**src/rtl/qdec_pkg.sv**
```systemverilog
// qdec_pkg: shared types and constants for the quadrature step decoder.
//   qdec_state_e : decoder FSM states (QDEC_PRIME after reset, QDEC_TRACK when decoding)
//   G0..G3       : quadrature Gray codes {A,B} in forward order 00 -> 01 -> 11 -> 10
//   next_fwd()   : Gray code one forward quarter-step after g
package qdec_pkg;

  typedef enum logic [0:0] {
    QDEC_PRIME,
    QDEC_TRACK
  } qdec_state_e;

  localparam logic [1:0] G0 = 2'b00;
  localparam logic [1:0] G1 = 2'b01;
  localparam logic [1:0] G2 = 2'b11;
  localparam logic [1:0] G3 = 2'b10;

  function automatic logic [1:0] next_fwd(input logic [1:0] g);
    logic [1:0] n;
    case (g)
      G0:      n = G1;
      G1:      n = G2;
      G2:      n = G3;
      default: n = G0;
    endcase
    return n;
  endfunction

endpackage

```
**src/rtl/qdec_sync2.sv**
```systemverilog
// qdec_sync2: two-flop synchronizer for asynchronous inputs.
//   Width : number of independent bits synchronized
//   clk   : destination clock
//   rst   : asynchronous active-high reset, clears both stages to 0
//   d_i   : raw asynchronous input vector
//   q_o   : synchronized output (second flop stage)
module qdec_sync2 #(
  parameter int unsigned Width = 2
) (
  input  logic             clk,
  input  logic             rst,
  input  logic [Width-1:0] d_i,
  output logic [Width-1:0] q_o
);

  logic [Width-1:0] meta_q;
  logic [Width-1:0] sync_q;

  always_ff @(posedge clk or posedge rst) begin
    if (rst) begin
      meta_q <= '0;
      sync_q <= '0;
    end else begin
      meta_q <= d_i;
      sync_q <= meta_q;
    end
  end

  assign q_o = sync_q;

endmodule

```
**src/rtl/quad_step_decoder.sv**
```systemverilog
// quad_step_decoder: turns raw rotary-encoder quadrature phases into step pulses.
//   DEB_CYCLES : stable cycles needed by the glitch filter (1..15)
//   clk        : single clock, rising edge
//   rst        : asynchronous active-high reset
//   A, B       : raw quadrature phases, asynchronous to clk
//   E          : one-cycle step pulse per legal quarter-step
//   F          : step direction, 1 = forward, 0 = reverse; holds between steps
//   err        : one-cycle pulse on an illegal double-bit transition
// Build option: define QDEC_DEBOUNCE_EN to compile in the glitch filter; otherwise the
// synchronized inputs feed the decoder directly and DEB_CYCLES has no effect.
module quad_step_decoder
  import qdec_pkg::*;
#(
  parameter int unsigned DEB_CYCLES = 4
) (
  input  logic clk,
  input  logic rst,
  input  logic A,
  input  logic B,
  output logic E,
  output logic F,
  output logic err
);

  if ((DEB_CYCLES < 1) || (DEB_CYCLES > 15)) begin : g_deb_range
    $error("quad_step_decoder: DEB_CYCLES must be in 1..15");
  end

  logic [1:0] sync;
  logic [1:0] filt;

  qdec_sync2 #(
    .Width(2)
  ) u_sync (
    .clk(clk),
    .rst(rst),
    .d_i({A, B}),
    .q_o(sync)
  );

`ifdef QDEC_DEBOUNCE_EN
  localparam logic [3:0] DebCnt = 4'(DEB_CYCLES);

  logic [1:0] cand_q;
  logic [1:0] filt_q;
  logic [3:0] cnt_q;
  logic [3:0] cnt_inc;

  assign cnt_inc = cnt_q + 4'd1;

  // A new value must be seen DEB_CYCLES times in a row before it is accepted; any
  // difference from the candidate restarts the count at 1.
  always_ff @(posedge clk or posedge rst) begin
    if (rst) begin
      cand_q <= '0;
      filt_q <= '0;
      cnt_q  <= '0;
    end else if (sync == filt_q) begin
      cnt_q <= '0;
    end else if (sync != cand_q) begin
      cand_q <= sync;
      if (DebCnt == 4'd1) begin
        filt_q <= sync;
        cnt_q  <= '0;
      end else begin
        cnt_q <= 4'd1;
      end
    end else if (cnt_inc == DebCnt) begin
      filt_q <= cand_q;
      cnt_q  <= '0;
    end else begin
      cnt_q <= cnt_inc;
    end
  end

  assign filt = filt_q;
`else
  assign filt = sync;
`endif

  qdec_state_e state_q;
  logic [1:0]  fill_q;
  logic [1:0]  prev_q;

  // PRIME waits until the synchronizer holds real input before seeding prev, so a
  // non-zero input at reset release is not mistaken for a transition.
  always_ff @(posedge clk or posedge rst) begin
    if (rst) begin
      state_q <= QDEC_PRIME;
      fill_q  <= '0;
      prev_q  <= G0;
      E       <= 1'b0;
      F       <= 1'b0;
      err     <= 1'b0;
    end else begin
      E   <= 1'b0;
      err <= 1'b0;
      case (state_q)
        QDEC_PRIME: begin
          if (fill_q == 2'd2) begin
            prev_q  <= filt;
            state_q <= QDEC_TRACK;
          end else begin
            fill_q <= fill_q + 2'd1;
          end
        end
        QDEC_TRACK: begin
          // prev always follows filt, so an illegal jump resynchronizes decoding.
          prev_q <= filt;
          if (filt == next_fwd(prev_q)) begin
            E <= 1'b1;
            F <= 1'b1;
          end else if (prev_q == next_fwd(filt)) begin
            E <= 1'b1;
            F <= 1'b0;
          end else if (filt != prev_q) begin
            err <= 1'b1;
          end
        end
        default: state_q <= QDEC_PRIME;
      endcase
    end
  end

endmodule
```
**config.mk**
```make
export PLATFORM = sky130hd
export DESIGN_NAME = quad_step_decoder
export DESIGN_NICKNAME = d
export VERILOG_FILES = /design/src/rtl/qdec_pkg.sv /design/src/rtl/qdec_sync2.sv /design/src/rtl/quad_step_decoder.sv
export SDC_FILE = /design/constraint.sdc
export NUM_CORES = 1
export LEC_CHECK = 0
export CAP_MARGIN = 5
export CORE_MARGIN = 2
export CORE_UTILIZATION = 27
export CTS_BUF_LIST = sky130_fd_sc_hd__clkbuf_16
export DETAILED_ROUTE_END_ITERATION = 6
export GPL_TIMING_DRIVEN = 0
export MAX_ROUTING_LAYER = met4
export PLACE_DENSITY = 0.5
export SLEW_MARGIN = 20
export SYNTH_ARGS = -nofsm -noshare
export SYNTH_HDL_FRONTEND = slang
export SYNTH_SLANG_ARGS = --single-unit
export TNS_END_PERCENT = 20
```
**constraint.sdc**
```tcl
create_clock -name clk -period 2.1 [get_ports clk]
set_input_delay 0.42 -clock clk [delete_from_list [all_inputs] [get_ports clk]]
set_output_delay 0.42 -clock clk [all_outputs]
set_load 0.01 [all_outputs]
```
After elaboration in Yosys (flattened, before gate mapping)
Index checks and enable logic that the tools add are counted.
Storage, ports and cells
  register bits: 12
  output and inout port bits: 3
Cells by class
  add/subtract/negate cells: 1
  equality and inequality tests: 9
  multiplexer cells: 18
  bitwise logic cells: 2
  reduce and logical (&&, ||, !) cells: 5
Operators by type and width (count)
  one-hot mux 2 bit (3 select lines): 2
  2-to-1 mux 1 bit: 11
  2-to-1 mux 2 bit: 4
  equality test 2 bit (second input constant): 3
  equality test 2 x 1 -> 1 bit (second input constant): 2
  equality test 2 bit: 2
  zero test 2 bit: 2
  one-hot mux 2 bit (2 select lines): 1
  AND reduction 2 bit: 2
  adder 2 x 1 -> 2 bit (second input constant): 1
  != test 2 bit: 1
  != test 2 bit (second input constant): 1
  inverter 1 bit: 2
  nonzero test 2 bit: 1

Depth between registers and ports, before layout
Gate-level depths: netlist (run 1).
  depth after elaboration: 10
  mapped depth: 5

By module
Synthesis (run 1) repeated with hierarchy kept, for this count alone.
Second synthesis, totals
  cells, all modules: 34
  area, all modules: 451.7 um^2
By module, submodules not included
  quad_step_decoder: times used 1, cells each 29, area each 347.8 um^2, sequential area each 200.2 um^2
  qdec_sync2: times used 1, cells each 5, area each 103.8 um^2, sequential area each 100.1 um^2

Least setup slack after synthesis (run 1)
OpenSTA, ideal clock, no wires.
  path kind: reg-to-reg
  start point: register fill_q[0]
  end point: register prev_q[0]
  library setup time: 0.128 ns
  arrival: 1.069 ns
  data required time: 1.972 ns
  path slack: 0.904 ns
  stages on the path, launching flop included: 5
  buffers on the path: 0
  clock period less this slack: 1.196 ns
  cells stage by stage: dfrtp_1 > inv_1 > ha_1 > nor2_2 > mux2_1
On the way
  longest elaborated chain between the ends: 2
Ends and longest elaborated chain
  start: declaration: RTL line quad_step_decoder.sv:82  | logic [1:0] fill_q;
  start signal: assignment: RTL line quad_step_decoder.sv:104  | fill_q <= fill_q + 2'd1;
  equality test 2 bit: RTL line quad_step_decoder.sv:100  | if (fill_q == 2'd2) begin
  != test 2 bit (no line)
  end signal: assignment: RTL line quad_step_decoder.sv:101  | prev_q <= filt;
  end signal: assignment: RTL line quad_step_decoder.sv:109  | prev_q <= filt;
  end: declaration: RTL line quad_step_decoder.sv:83  | logic [1:0] prev_q;
Every way passes these cells.
A chain may end at the register's enable or synchronous reset.

Worst setup path after layout (run 1)
  start point: register F
  end point: output F
RTL lines
  start: declaration: RTL line quad_step_decoder.sv:21  | output logic F,
  start signal: assignment: RTL line quad_step_decoder.sv:93  | F <= 1'b0;
  start signal: assignment: RTL line quad_step_decoder.sv:112  | F <= 1'b1;
  start signal: assignment: RTL line quad_step_decoder.sv:115  | F <= 1'b0;
No word-level cell between the ends.

==> results.json, run 1 <==
{
  "synth.distinct_cells": 12,
  "cap_violations": 0,
  "clock-sinks": 12,
  "dp.cells": 55,
  "layout_commonest_cell": "dfrtp_1",
  "synth_fa_ha_area_frac": 0.02801,
  "min_path_type": "flop to flop",
  "cts_root_buf": "clkbuf_16",
  "crit_path_top_delay_cell": "clkdlybuf4s50_1",
  "syn_avg_cell_area_um2": 13.54,
  "clock_latency_ns": 0.24,
  "cts_tree": "done",
  "rsz0062_at_grt": "no",
  "postPlaceCellArea_um2": 526.8,
  "hpwlAfterDp_um": 442.7,
  "cp_max_fo": 3,
  "cts_buffers": 3,
  "min_period_ns": 1.553,
  "p_total_uw": 654.7,
  "p_leak_nw": 0.2562,
  "postRouteAntennaNets": 0,
  "vias": 267,
  "cts_resized": 0,
  "clk_pin_slew_ns": 0.04,
  "hold_buffers": 0,
  "grt_pass1_wl_mm": 1.062,
  "synth-simple-area-share": 0.05322,
  "hold_violations": 0,
  "cts_setup_buffers": 0,
  "first_pass_iters": 1,
  "routed-wl-met3_um": 41,
  "synth-warning-count": 0,
  "synth_area_leaders": "dfrtp_1 (67%), xnor2_1 (9.8%), mux2_1 (5.0%)",
  "critPathBufInv": 1,
  "critPathTopFamily": "buffers and inverters",
  "highest_layer": "met4",
  "rows": 14,
  "final_cell_mix": "dfrtp_1 (12), clkdlybuf4s50_1 (6), xnor2_1 (5), inv_1 (4)",
  "antenna_cells": 0,
  "dieArea_mm2": 0.001996,
  "multi_input_area_um2": 131.4,
  "initialDrtViolationCount": 0,
  "vias_per_cell": 4.525,
  "nNetsFinal": 49,
  "die_x_um": 44.68,
  "worst_slew_pin_slew_ns": 0.4373,
  "fin_crit_sh": 0.7393,
  "setup_tns_ns": 0,
  "syn_inst": 33,
  "synth_top_family_by_area": "XOR/XNOR gates",
  "setup.worst_path.class": "flop to primary output",
  "powerDensity_mw_per_mm2": 1081,
  "grt_pass1_vias": 276,
  "clock_skew_ns": 0.001564,
  "grt-ovfl-total": 0,
  "start_util": 0.2931,
  "ys_ff_latch": 12,
  "utilization": 0.3974,
  "ys_seq_area_frac": 0.6723,
  "synth.area.mux_share": 0.05042,
  "grt_use_total": 0.08726,
  "core_mm2": 0.001524,
  "die_h_um": 44.68,
  "max_slew_margin": 0.7081,
  "synth_xor_xnor_area_share": 0.1176,
  "routedWlPerCell_um": 10.41,
  "cts_buffer_depth": 2,
  "finalWeightedCongestion": 0.6453,
  "cp.arrival_ns": 1.13,
  "seq_area_um2": 300.3,
  "synth_top_area_cell": "dfrtp_1",
  "endpoint_kind": "primary output",
  "setup-violations-final": 0,
  "area_growth_pct": 35.57,
  "status": "complete, no violations",
  "wl_met1_um": 238,
  "final_layout_size_suffix_gt1_frac": 0.09302,
  "start_kind": "flop",
  "met2_length_um": 321,
  "pin_count": 7,
  "fill_cells": 149,
  "fin_area_um2": 605.6,
  "peakVddDrop_v": 0.0005669,
  "syn_nets": 38,
  "drt_drc_violations_left": 0,
  "routed_wl_um": 614,
  "slowest_delay_ns": 0.54,
  "critPathRequiredTime_ns": 1.68,
  "finalMaxSlewViolations": 0,
  "io_buffers": 6,
  "cp_cell_sequence": "clkdlybuf4s50_1",
  "grt_max_degree": 13,
  "synth_compound_area_frac": 0.04482,
  "syn_area_um2": 446.7,
  "fmax_mhz": 644.1,
  "antenna_found_initial": 0,
  "synth_top_area_frac": 0.6723,
  "instances_no_fill": 59,
  "htreeDepth": 1
}
[registers in the layout, indices dropped and copies added (netlist names)]
name,cells
fill_q,2
F,1
u_sync.q_o,2
u_sync.meta_q,2
E,1
state_q,1
prev_q,2
err,1
[stage by stage]
step                hold WS [ns]  setup WS [ns]
finish                    0.3463         0.5475
global route              0.3527         0.5164
CTS                       0.3478         0.5304
detailed placement        0.3379         0.7867
global placement          0.3349         0.8041
floorplan                 0.2847         0.9039
[layer usage]
layer,vias to the layer above,global-route usage
met5,-,-
met4,0,0.09091
met3,2,0.04898
met2,9,0.1304
met1,134,0.07161
li1,122,-
[power breakdown]
group	switching (mW)	internal [mW]	total, mW
Sequential	0.00887	0.248	0.257
Combinational	0.0220	0.0347	0.0567
Clock	0.0913	0.250	0.341
Total	0.122	0.532	0.655
[logic make-up (layout without fill, tap and decap cells)]
family | after synthesis | count (layout)
flip-flops | 12 | 12
XOR/XNOR | 6 | 6
AO/OA/AOI/OAI | 4 | 4
AND/OR/NAND/NOR | 4 | 4
buffers and inverters | 4 | 14
multiplexers | 2 | 2
adder cells (fa/ha/maj) | 1 | 1
[Yosys cell counts]
master and n:
dfrtp_1 12, inv_1 4, nor3b_1 1, xnor2_1 5, a21oi_1 3, mux2_1 2, ha_1 1, o21ai_0 1
nor2_1 1, and2_1 1, xor2_1 1, nor2_2 1
[worst paths after layout]
check                                            from                          to  slack, ns  cells after the start
max                                     F$_DFFE_PP0P_                           F       0.55                      1
min                        u_sync.meta_q[0]$_DFF_PP0_     u_sync.q_o[0]$_DFF_PP0_       0.35                      0
max reg2reg                     fill_q[0]$_DFFE_PP0P_       prev_q[1]$_DFFE_PP0N_       0.82                      4
min reg2reg                u_sync.meta_q[0]$_DFF_PP0_     u_sync.q_o[0]$_DFF_PP0_       0.35                      0
max in group asynchronous                         rst                 E$_DFF_PP0_       1.31                      2
min in group asynchronous                         rst  u_sync.meta_q[0]$_DFF_PP0_       0.48                      2
[area by class of cell]
| class | count | share of cell area |
|---|---|---|
| flip-flops and latches | 12 | 0.4959 |
| inverters | 4 | 0.02479 |
| clock inverters | 1 | 0.006198 |
| repair buffers | 6 | 0.09917 |
| well taps | 16 | 0.03306 |
| clock buffers | 3 | 0.1240 |
| multi-input cells | 17 | 0.2169 |
(Power assumes the default switching activity.)
==> inputs of run 2 (changes only) <==
clock period = 1.5 ns   (was 2.1 ns; I/O delays follow)
==> results of run 2 <==
Same layout as run 1 (identical final DEF). Status: complete, no violations.
Main changes from that run: setup slack after placement 0.7867 ns -> 0.2043 ns; setup slack after layout 0.5475 ns -> 0.06748 ns; register-to-register setup slack 0.82 ns -> 0.22 ns; total power 0.6547 mW -> 0.9166 mW; worst IR drop on VDD 0.0005669 V -> 0.0007937 V
==> inputs of run 3 (changes only) <==
PLACE_DENSITY = unset   (was 0.5)
==> run 3 against run 2 <==
Compared with the run above:
- power shrank 0.22%
- flip-flop and latch count unchanged
- largest power group unchanged
- cell count unchanged
- hold slack lost 0.0026 ns
- maximum frequency is 0.12% higher
- critical path depth stayed put
- sequential power is essentially flat
==> results.json, run 3 (same netlist as run 1, synthesis figures left out) <==
{
  "status": "complete, no violations",
  "cts_resized": 0,
  "p_leak_nw": 0.2562,
  "htreeDepth": 1,
  "endpoint_kind": "primary output",
  "pin_count": 7,
  "r2r_cells": 4,
  "antenna_cells": 0,
  "die_h_um": 44.68,
  "final_layout_size_suffix_gt1_frac": 0.09302,
  "cts_tree": "done",
  "vias_per_cell": 4.186,
  "cp.depth": 1,
  "fin_crit_sh": 0.9538,
  "peakVddDrop_v": 0.0006219,
  "antenna_found_initial": 0,
  "fin_area_um2": 605.6,
  "worst_slew_pin_slew_ns": 0.4459,
  "start_kind": "flop",
  "clock-sinks": 12,
  "critPathBufInv": 1,
  "rr_endpoint": "prev_q[0]$_DFFE_PP0N_",
  "core_mm2": 0.001524,
  "area_growth_pct": 35.57,
  "start_util": 0.2931,
  "critPathRequiredTime_ns": 1.20,
  "dieArea_mm2": 0.001996,
  "cap_violations": 0,
  "drt_drc_violations_left": 0,
  "postRouteAntennaNets": 0,
  "r2r-start": "fill_q[0]$_DFFE_PP0P_",
  "finalMaxSlewViolations": 0,
  "crit_path_top_delay_cell": "clkdlybuf4s50_1",
  "grt_pass1_wl_mm": 1.055,
  "finalWeightedCongestion": 0.7155,
  "min_path_type": "flop to flop",
  "cp_max_fo": 3,
  "powerDensity_mw_per_mm2": 1510,
  "slowest_delay_ns": 0.54,
  "clock_latency_ns": 0.23,
  "first_pass_iters": 2,
  "cts_setup_buffers": 0,
  "cts_buffers": 3,
  "grt-ovfl-total": 0,
  "vias": 247,
  "r2r_slack_ns": 0.21,
  "die_x_um": 44.68,
  "cp_cell_sequence": "clkdlybuf4s50_1",
  "crit_path_end": "F",
  "min_period_ns": 1.431,
  "cts_buffer_depth": 2,
  "nNetsFinal": 49,
  "cp.arrival_ns": 1.13,
  "cts_root_buf": "clkbuf_16",
  "clk_pin_slew_ns": 0.04,
  "critPathTopFamily": "buffers and inverters",
  "rows": 14,
  "grt_pass1_vias": 258,
  "startpoint": "F$_DFFE_PP0P_",
  "setup_tns_ns": 0,
  "rsz0062_at_grt": "no",
  "fmax_mhz": 698.9,
  "hold_violations": 0,
  "grt_max_degree": 13,
  "routed_wl_um": 563,
  "final_cell_mix": "dfrtp_1 (12), clkdlybuf4s50_1 (6), xnor2_1 (5), inv_1 (4)",
  "routedWlPerCell_um": 9.542,
  "io_buffers": 6,
  "setup-violations-final": 0,
  "max_slew_margin": 0.7024,
  "layout_commonest_cell": "dfrtp_1",
  "setup.worst_path.class": "flop to primary output",
  "clock_skew_ns": 0.001634,
  "initialDrtViolationCount": 1,
  "grt_use_total": 0.08646,
  "hold_buffers": 0,
  "postPlaceCellArea_um2": 526.8
}
==> run 3: cell counts in the layout (fill, tap and decap cells not counted) <==
Identical to the previous run, type by type.
==> run 3: area by class of cell <==
type,instances,area [um2]
well taps,16,20.02
multi-input cells,17,131.4
repair buffers,6,60.06
flip-flops and latches,12,300.3
clock inverters,1,3.754
fillers,148,918.4
inverters,4,15.01
clock buffers,3,75.07
==> run 3: report_power, final <==
group	internal (mW)	leakage (nW)	switching, mW
Sequential	0.347	0.138	0.0122
Clock	0.350	0.0385	0.127
Combinational	0.0486	0.0798	0.0303
Total	0.745	0.256	0.169
==> run 3: how the worst min path moves through the flow <==
stage	startpoint	endpoint	slack [ns]	cells after the start
finish	u_sync.meta_q[0]$_DFF_PP0_	u_sync.q_o[0]$_DFF_PP0_	0.34	0
global placement	u_sync.meta_q[1]$_DFF_PP0_	u_sync.q_o[1]$_DFF_PP0_	0.33	0
global route	u_sync.meta_q[1]$_DFF_PP0_	u_sync.q_o[1]$_DFF_PP0_	0.35	0
floorplan	rst	E$_DFF_PP0_	0.16	1
CTS	u_sync.meta_q[0]$_DFF_PP0_	u_sync.q_o[0]$_DFF_PP0_	0.35	0
detailed placement	u_sync.meta_q[0]$_DFF_PP0_	u_sync.q_o[0]$_DFF_PP0_	0.34	0
==> run 3: per-stage QoR <==
stage | hold WS, ns | std cells | power, mW | util | worst slack, ns
6_report | 0.3437 | 59 | 0.9145 | 0.3974 | 0.06925
2_1_floorplan | 0.1647 | 33 | 0.4028 | - | 0.3039
3_3_place_gp | 0.3315 | 55 | 0.4431 | 0.3456 | 0.2332
4_1_cts | 0.3466 | 59 | 0.9321 | 0.3974 | 0.05872
3_5_place_dp | 0.3371 | 55 | 0.4445 | 0.3456 | 0.2196
5_1_grt | 0.3498 | 59 | 0.9558 | 0.3974 | 0.02170
==> run 3: per-layer routing <==
| layer | global-route usage | part of all wire | up-vias |
|---|---|---|---|
| li1 | - | - | 125 |
| met1 | 0.08718 | 0.47 | 115 |
| met2 | 0.1188 | 0.47 | 7 |
| met3 | 0.04898 | 0.062 | 0 |
| met4 | 0.07273 | 0 | 0 |
| met5 | - | 0 | - |
